[src/rtl/mm_exec_sequencer_pkg.sv]
// -----------------------------------------------------------------------------
// mm_exec_sequencer_pkg
// Shared definitions for the memory-memory execute sequencer:
//   - default datapath / address widths
//   - sequencer state encoding (3-bit enum)
//   - funct3 opcode constants shared with the ALU and instruction decode
// -----------------------------------------------------------------------------
package mm_exec_sequencer_pkg;

    localparam int DEF_WIDTH  = 16;
    localparam int DEF_ADDR_W = 16;

    typedef enum logic [2:0] {
        ST_IDLE = 3'd0,
        ST_RD_A = 3'd1,
        ST_RD_B = 3'd2,
        ST_EXEC = 3'd3,
        ST_WB   = 3'd4,
        ST_DONE = 3'd5
    } seq_state_e;

    // ALU operations (is_branch = 0)
    localparam logic [2:0] F3_ADD  = 3'd0;
    localparam logic [2:0] F3_SUB  = 3'd1;
    localparam logic [2:0] F3_SLT  = 3'd2;
    localparam logic [2:0] F3_SLTU = 3'd3;
    localparam logic [2:0] F3_XOR  = 3'd4;
    localparam logic [2:0] F3_OR   = 3'd5;
    localparam logic [2:0] F3_AND  = 3'd6;
    localparam logic [2:0] F3_SLL  = 3'd7;

    // Compare operations (is_branch = 1); the ALU drives cmp from these
    localparam logic [2:0] F3_BEQ  = 3'd0;
    localparam logic [2:0] F3_BNE  = 3'd1;
    localparam logic [2:0] F3_BLT  = 3'd2;
    localparam logic [2:0] F3_BLTU = 3'd3;
    localparam logic [2:0] F3_BGE  = 3'd4;
    localparam logic [2:0] F3_BGEU = 3'd5;

endpackage

[src/rtl/mm_exec_sequencer.sv]
// -----------------------------------------------------------------------------
// mm_exec_sequencer
// Multi-cycle operand fetch / execute / writeback sequencer for the
// memory-memory datapath. Reads source A and B from data memory, presents
// them to the external combinational ALU for one cycle, latches the ALU
// result and compare flag, then writes the result back (ALU ops) or just
// reports the compare outcome (branch ops).
//
// Ports
//   clk_i, rst_i            clock, asynchronous active-high reset
//   start_i                 one-cycle request, only honoured in IDLE
//   is_branch_i, funct3_i   operation kind / select, latched at start
//   addr_a/b/d_i            source A, source B, destination addresses
//   busy_o, done_o          busy outside IDLE, one-cycle completion pulse
//   taken_o, result_o       latched ALU compare flag and result
//   mem_*                   single request/acknowledge data-memory port
//   alu_a/b_o, alu_funct3_o operand and select registers feeding the ALU
//   alu_out_i, alu_cmp_i    combinational ALU result and compare flag
// -----------------------------------------------------------------------------
module mm_exec_sequencer
    import mm_exec_sequencer_pkg::*;
#(
    parameter int WIDTH  = DEF_WIDTH,
    parameter int ADDR_W = DEF_ADDR_W
) (
    input  logic              clk_i,
    input  logic              rst_i,
    input  logic              start_i,
    input  logic              is_branch_i,
    input  logic [2:0]        funct3_i,
    input  logic [ADDR_W-1:0] addr_a_i,
    input  logic [ADDR_W-1:0] addr_b_i,
    input  logic [ADDR_W-1:0] addr_d_i,
    output logic              busy_o,
    output logic              done_o,
    output logic              taken_o,
    output logic [WIDTH-1:0]  result_o,
    output logic              mem_req_o,
    output logic              mem_we_o,
    output logic [ADDR_W-1:0] mem_addr_o,
    output logic [WIDTH-1:0]  mem_wdata_o,
    input  logic [WIDTH-1:0]  mem_rdata_i,
    input  logic              mem_ack_i,
    output logic [WIDTH-1:0]  alu_a_o,
    output logic [WIDTH-1:0]  alu_b_o,
    output logic [2:0]        alu_funct3_o,
    input  logic [WIDTH-1:0]  alu_out_i,
    input  logic              alu_cmp_i
);

    seq_state_e state_q, state_d;

    logic              is_branch_q;
    logic [2:0]        funct3_q;
    logic [ADDR_W-1:0] addr_a_q, addr_b_q, addr_d_q;
    logic [WIDTH-1:0]  alu_a_q, alu_b_q, result_q;
    logic              taken_q;

    // Register-load strobes decoded by the FSM
    logic ld_cmd, ld_a, ld_b, ld_res;

    // -------------------------------------------------------------------------
    // State register
    // -------------------------------------------------------------------------
    always_ff @(posedge clk_i or posedge rst_i) begin
        if (rst_i) begin
            state_q <= ST_IDLE;
        end else begin
            state_q <= state_d;
        end
    end

    // -------------------------------------------------------------------------
    // Next-state and output decode. Memory outputs are pure functions of the
    // state and latched addresses, so they stay stable until ack by design.
    // -------------------------------------------------------------------------
    always_comb begin
        state_d    = state_q;
        busy_o     = 1'b1;
        done_o     = 1'b0;
        mem_req_o  = 1'b0;
        mem_we_o   = 1'b0;
        mem_addr_o = '0;
        ld_cmd     = 1'b0;
        ld_a       = 1'b0;
        ld_b       = 1'b0;
        ld_res     = 1'b0;

        case (state_q)
            ST_IDLE: begin
                busy_o = 1'b0;
                if (start_i) begin
                    ld_cmd  = 1'b1;
                    state_d = ST_RD_A;
                end
            end
            ST_RD_A: begin
                mem_req_o  = 1'b1;
                mem_addr_o = addr_a_q;
                if (mem_ack_i) begin
                    ld_a    = 1'b1;
                    state_d = ST_RD_B;
                end
            end
            ST_RD_B: begin
                mem_req_o  = 1'b1;
                mem_addr_o = addr_b_q;
                if (mem_ack_i) begin
                    ld_b    = 1'b1;
                    state_d = ST_EXEC;
                end
            end
            ST_EXEC: begin
                ld_res  = 1'b1;
                state_d = is_branch_q ? ST_DONE : ST_WB;
            end
            ST_WB: begin
                mem_req_o  = 1'b1;
                mem_we_o   = 1'b1;
                mem_addr_o = addr_d_q;
                if (mem_ack_i) begin
                    state_d = ST_DONE;
                end
            end
            ST_DONE: begin
                done_o  = 1'b1;
                state_d = ST_IDLE;
            end
            default: begin
                state_d = ST_IDLE;
            end
        endcase
    end

    // -------------------------------------------------------------------------
    // Command, operand and result registers
    // -------------------------------------------------------------------------
    always_ff @(posedge clk_i or posedge rst_i) begin
        if (rst_i) begin
            is_branch_q <= 1'b0;
            funct3_q    <= '0;
            addr_a_q    <= '0;
            addr_b_q    <= '0;
            addr_d_q    <= '0;
            alu_a_q     <= '0;
            alu_b_q     <= '0;
            result_q    <= '0;
            taken_q     <= 1'b0;
        end else begin
            if (ld_cmd) begin
                is_branch_q <= is_branch_i;
                funct3_q    <= funct3_i;
                addr_a_q    <= addr_a_i;
                addr_b_q    <= addr_b_i;
                addr_d_q    <= addr_d_i;
            end
            if (ld_a) begin
                alu_a_q <= mem_rdata_i;
            end
            if (ld_b) begin
                alu_b_q <= mem_rdata_i;
            end
            if (ld_res) begin
                result_q <= alu_out_i;
                taken_q  <= alu_cmp_i;
            end
        end
    end

    assign alu_a_o      = alu_a_q;
    assign alu_b_o      = alu_b_q;
    assign alu_funct3_o = funct3_q;
    assign result_o     = result_q;
    assign taken_o      = taken_q;
    assign mem_wdata_o  = result_q;

endmodule
[config.mk]
export PLATFORM = sky130hd
export DESIGN_NAME = mm_exec_sequencer
export DESIGN_NICKNAME = d
export VERILOG_FILES = /design/src/rtl/mm_exec_sequencer_pkg.sv /design/src/rtl/mm_exec_sequencer.sv
export SDC_FILE = /design/constraint.sdc
export NUM_CORES = 1
export LEC_CHECK = 0
export ABC_CLOCK_PERIOD_IN_PS = 3350
export CAP_MARGIN = 20
export CORE_MARGIN = 1.5
export CORE_UTILIZATION = 44
export CTS_CLUSTER_SIZE = 20
export DETAILED_ROUTE_END_ITERATION = 10
export HOLD_SLACK_MARGIN = 0.12
export PLACE_DENSITY = 0.78
export SETUP_SLACK_MARGIN = 0.3
export SLEW_MARGIN = 20
export SYNTH_ARGS = -nofsm -noshare
export SYNTH_HDL_FRONTEND = slang
export SYNTH_SLANG_ARGS = --single-unit
[constraint.sdc]
create_clock -name clk_i -period 3.35 [get_ports clk_i]
set_input_delay 0.335 -clock clk_i [delete_from_list [all_inputs] [get_ports clk_i]]
set_output_delay 0.335 -clock clk_i [all_outputs]
set_load 0.02 [all_outputs]
==> reports/metrics.csv <==
metric,value,unit
critPathKind,flop to output pin,
pwr-share-clk,0.114,
p_sw,2.45,mW
drv_cap,0,
antenna_cells,0,
grt_pass1_vias,3297,
syn_inst,311,
finalClockSkew,0.0151,ns
p_int,4.10,mW
setup_violations,0,
hold_buffers,0,
setup_tns,0,ns
ys_ff_latch,104,
drt_iter0_drc,93,
ir_drop,451,uV
total_power,6.54,mW
area_delta_synth_final,43.7,%
syn_area,4460,um2
yosys.area.top_type,dfrtp_1,
vias_per_cell,5.01,
die_w,104,um
slowest_stage,clkdlybuf4s50_1,
clk_latency,0.36,ns
path_clk_slew,0.10,ns
ys_top_cells_by_area,"dfrtp_1, mux2_2, buf_4",
crit_required,3.01,ns
post-cts-setup-buffers,0,
fill_cells,821,
grt_max_degree,51,
power.density,1020,nW/um2
yosys_warnings,0,
timing.hold.ws,0.307,ns
place.gp.congestion,0.752,
period_needed,2.87,ns
tritoncts,built,
place_hpwl,7240,um
max_freq,348,MHz
multi_input_area,1590,um2
clockBufferDepth,2,
hold_viol,0,
antenna_found_initial,0,
postSynthAreaPerCell,14.4,um2
critPathLaunchType,flop,
die_area,10800,um2
antenna_left,0,
routed_wl,9970,um
vias,3054,
seqPwrFrac,0.356,
clock_sink_count,104,
path_max_fanout,10,
grtUsageTotal,0.192,
power.static_leakage,2.58,nW
yosysUniqueCellTypes,28,
timing.final.crit_share,0.857,
seq_area_frac_synth,0.583,
cp_top_family,buffers and inverters,
slew-limit-headroom,0.449,
initial_core_util,0.455,
wl_per_cell,16.4,um
seq_area,2600,um2
end_kind,output pin,
fin_util,0.653,
grt_pass1_wl,16600,um
cts_resized,0,
critPathMaxStageDelay,0.64,ns
slew_violations,0,
core_area,9820,um2
path_cells,nor2b_2 > a22oi_1 > o21ai_0 > clkdlybuf4s50_1,
core.rowCount,36,
drive_gt1_frac,0.273,
cp.arrival,2.54,ns
pwr-share-comb,0.530,
die_h,104,um
syn_nets,400,
final_cell_mix,"clkdlybuf4s50_1, dfrtp_1, mux2_2",
rsz0062_at_grt,false,
worst-path-buf-inv,1,
dp_cells,591,
worstHoldPathType,input pin to async pin,
outcome,"complete, no violations",
h-tree-depth,3,
yosysTopAreaCellShare,0.583,
nets,560,
io_pins,177,
final_cells,609,
global_route.overflow_total,0,
cts_buffers,9,
r2r_slack,1.19,ns
port_buffers,176,
cts-root-buf,clkbuf_8,
layout_commonest_cell,clkdlybuf4s50_1,
p_sw_frac,0.374,
tightest_slew,0.824,ns
first_pass_iters,4,
drc,0,
## cells in the mapped netlist (all sizes together)
master  instances
a22oi          16
o21ai          16
and3b           1
a21oi           1
nand2          17
a211o           1
nand3b          1
nor4b           1
nor2b           4
nor2            2
a211oi          1
nor3            2
clkbuf          4
buf            32
o21bai          1
and2            1
nor3b           1
or3             1
inv             1
mux2          101
dfrtp         104
nand2b          2
## flip-flops by register name, indices dropped and copies added, names as in the netlist
register / count
alu_a_o: 16
mem_wdata_o: 16
addr_a_q: 16
taken_o: 1
is_branch_q: 1
alu_b_o: 16
addr_b_q: 16
alu_funct3_o: 3
state_q: 3
addr_d_q: 16
## power groups by stage
| stage | clock network [mW] | logic [mW] | registers (mW) |
|---|---|---|---|
| 2_1_floorplan | 0 | 1.84 | 2.61 |
| 3_3_place_gp | 0 | 3.42 | 2.32 |
| 3_5_place_dp | 0 | 3.48 | 2.36 |
| 4_1_cts | 0.768 | 3.49 | 2.34 |
| 5_1_grt | 0.818 | 3.67 | 2.42 |
| 6_report | 0.746 | 3.47 | 2.33 |
## layer usage
| layer | wire (um) | share of wire | global-route usage |
|---|---|---|---|
| met1 | 4050 | 0.41 | 0.229 |
| met5 | 0 | 0 | 0 |
| met4 | 75 | 0.0075 | 0.0446 |
| met3 | 831 | 0.083 | 0.0705 |
| met2 | 5020 | 0.50 | 0.331 |
## metrics by stage
step	worst slack (ns)	area, um2
finish	0.479	6410
global route	0.356	6410
CTS	0.468	6390
detailed placement	0.883	6200
global placement	0.918	6200
floorplan	1.48	4470
## cell families after synthesis
kind of cell | share of synthesized area
muxes | 0.256
AOI/OAI and AO/OA | 0.0513
and+or+nand+nor | 0.0460
DFF | 0.583
buffers and inverters | 0.0642
## worst reg2reg max path: cells and delay by family (launching register included)
family        cells  cell delay, ns
simple gates      2            0.80
flops             1            0.63
mux               1            0.37
buf+inv           1            0.25
## area by class of cell
| type | count | area share |
|---|---|---|
| repair buffers | 184 | 0.290 |
| well taps | 133 | 0.0259 |
| flip-flops and latches | 104 | 0.406 |
| clock buffers | 10 | 0.0215 |
| multi-input cells | 171 | 0.248 |
| clock inverters | 6 | 0.00819 |
| inverters | 1 | 0.00117 |
## worst paths after layout
path                                    from             to  cells past startpoint
worst max-delay path              state_q[0]  mem_addr_o[4]                      4
worst min-delay path                   rst_i     alu_a_o[4]                      2
worst max register to register    state_q[0]    alu_a_o[12]                      4
worst min register to register  addr_b_q[15]   addr_b_q[15]                      1
max in group asynchronous              rst_i    is_branch_q                      4
min in group clk_i              addr_b_q[15]   addr_b_q[15]                      1
Power figures use the tool's default switching activity.
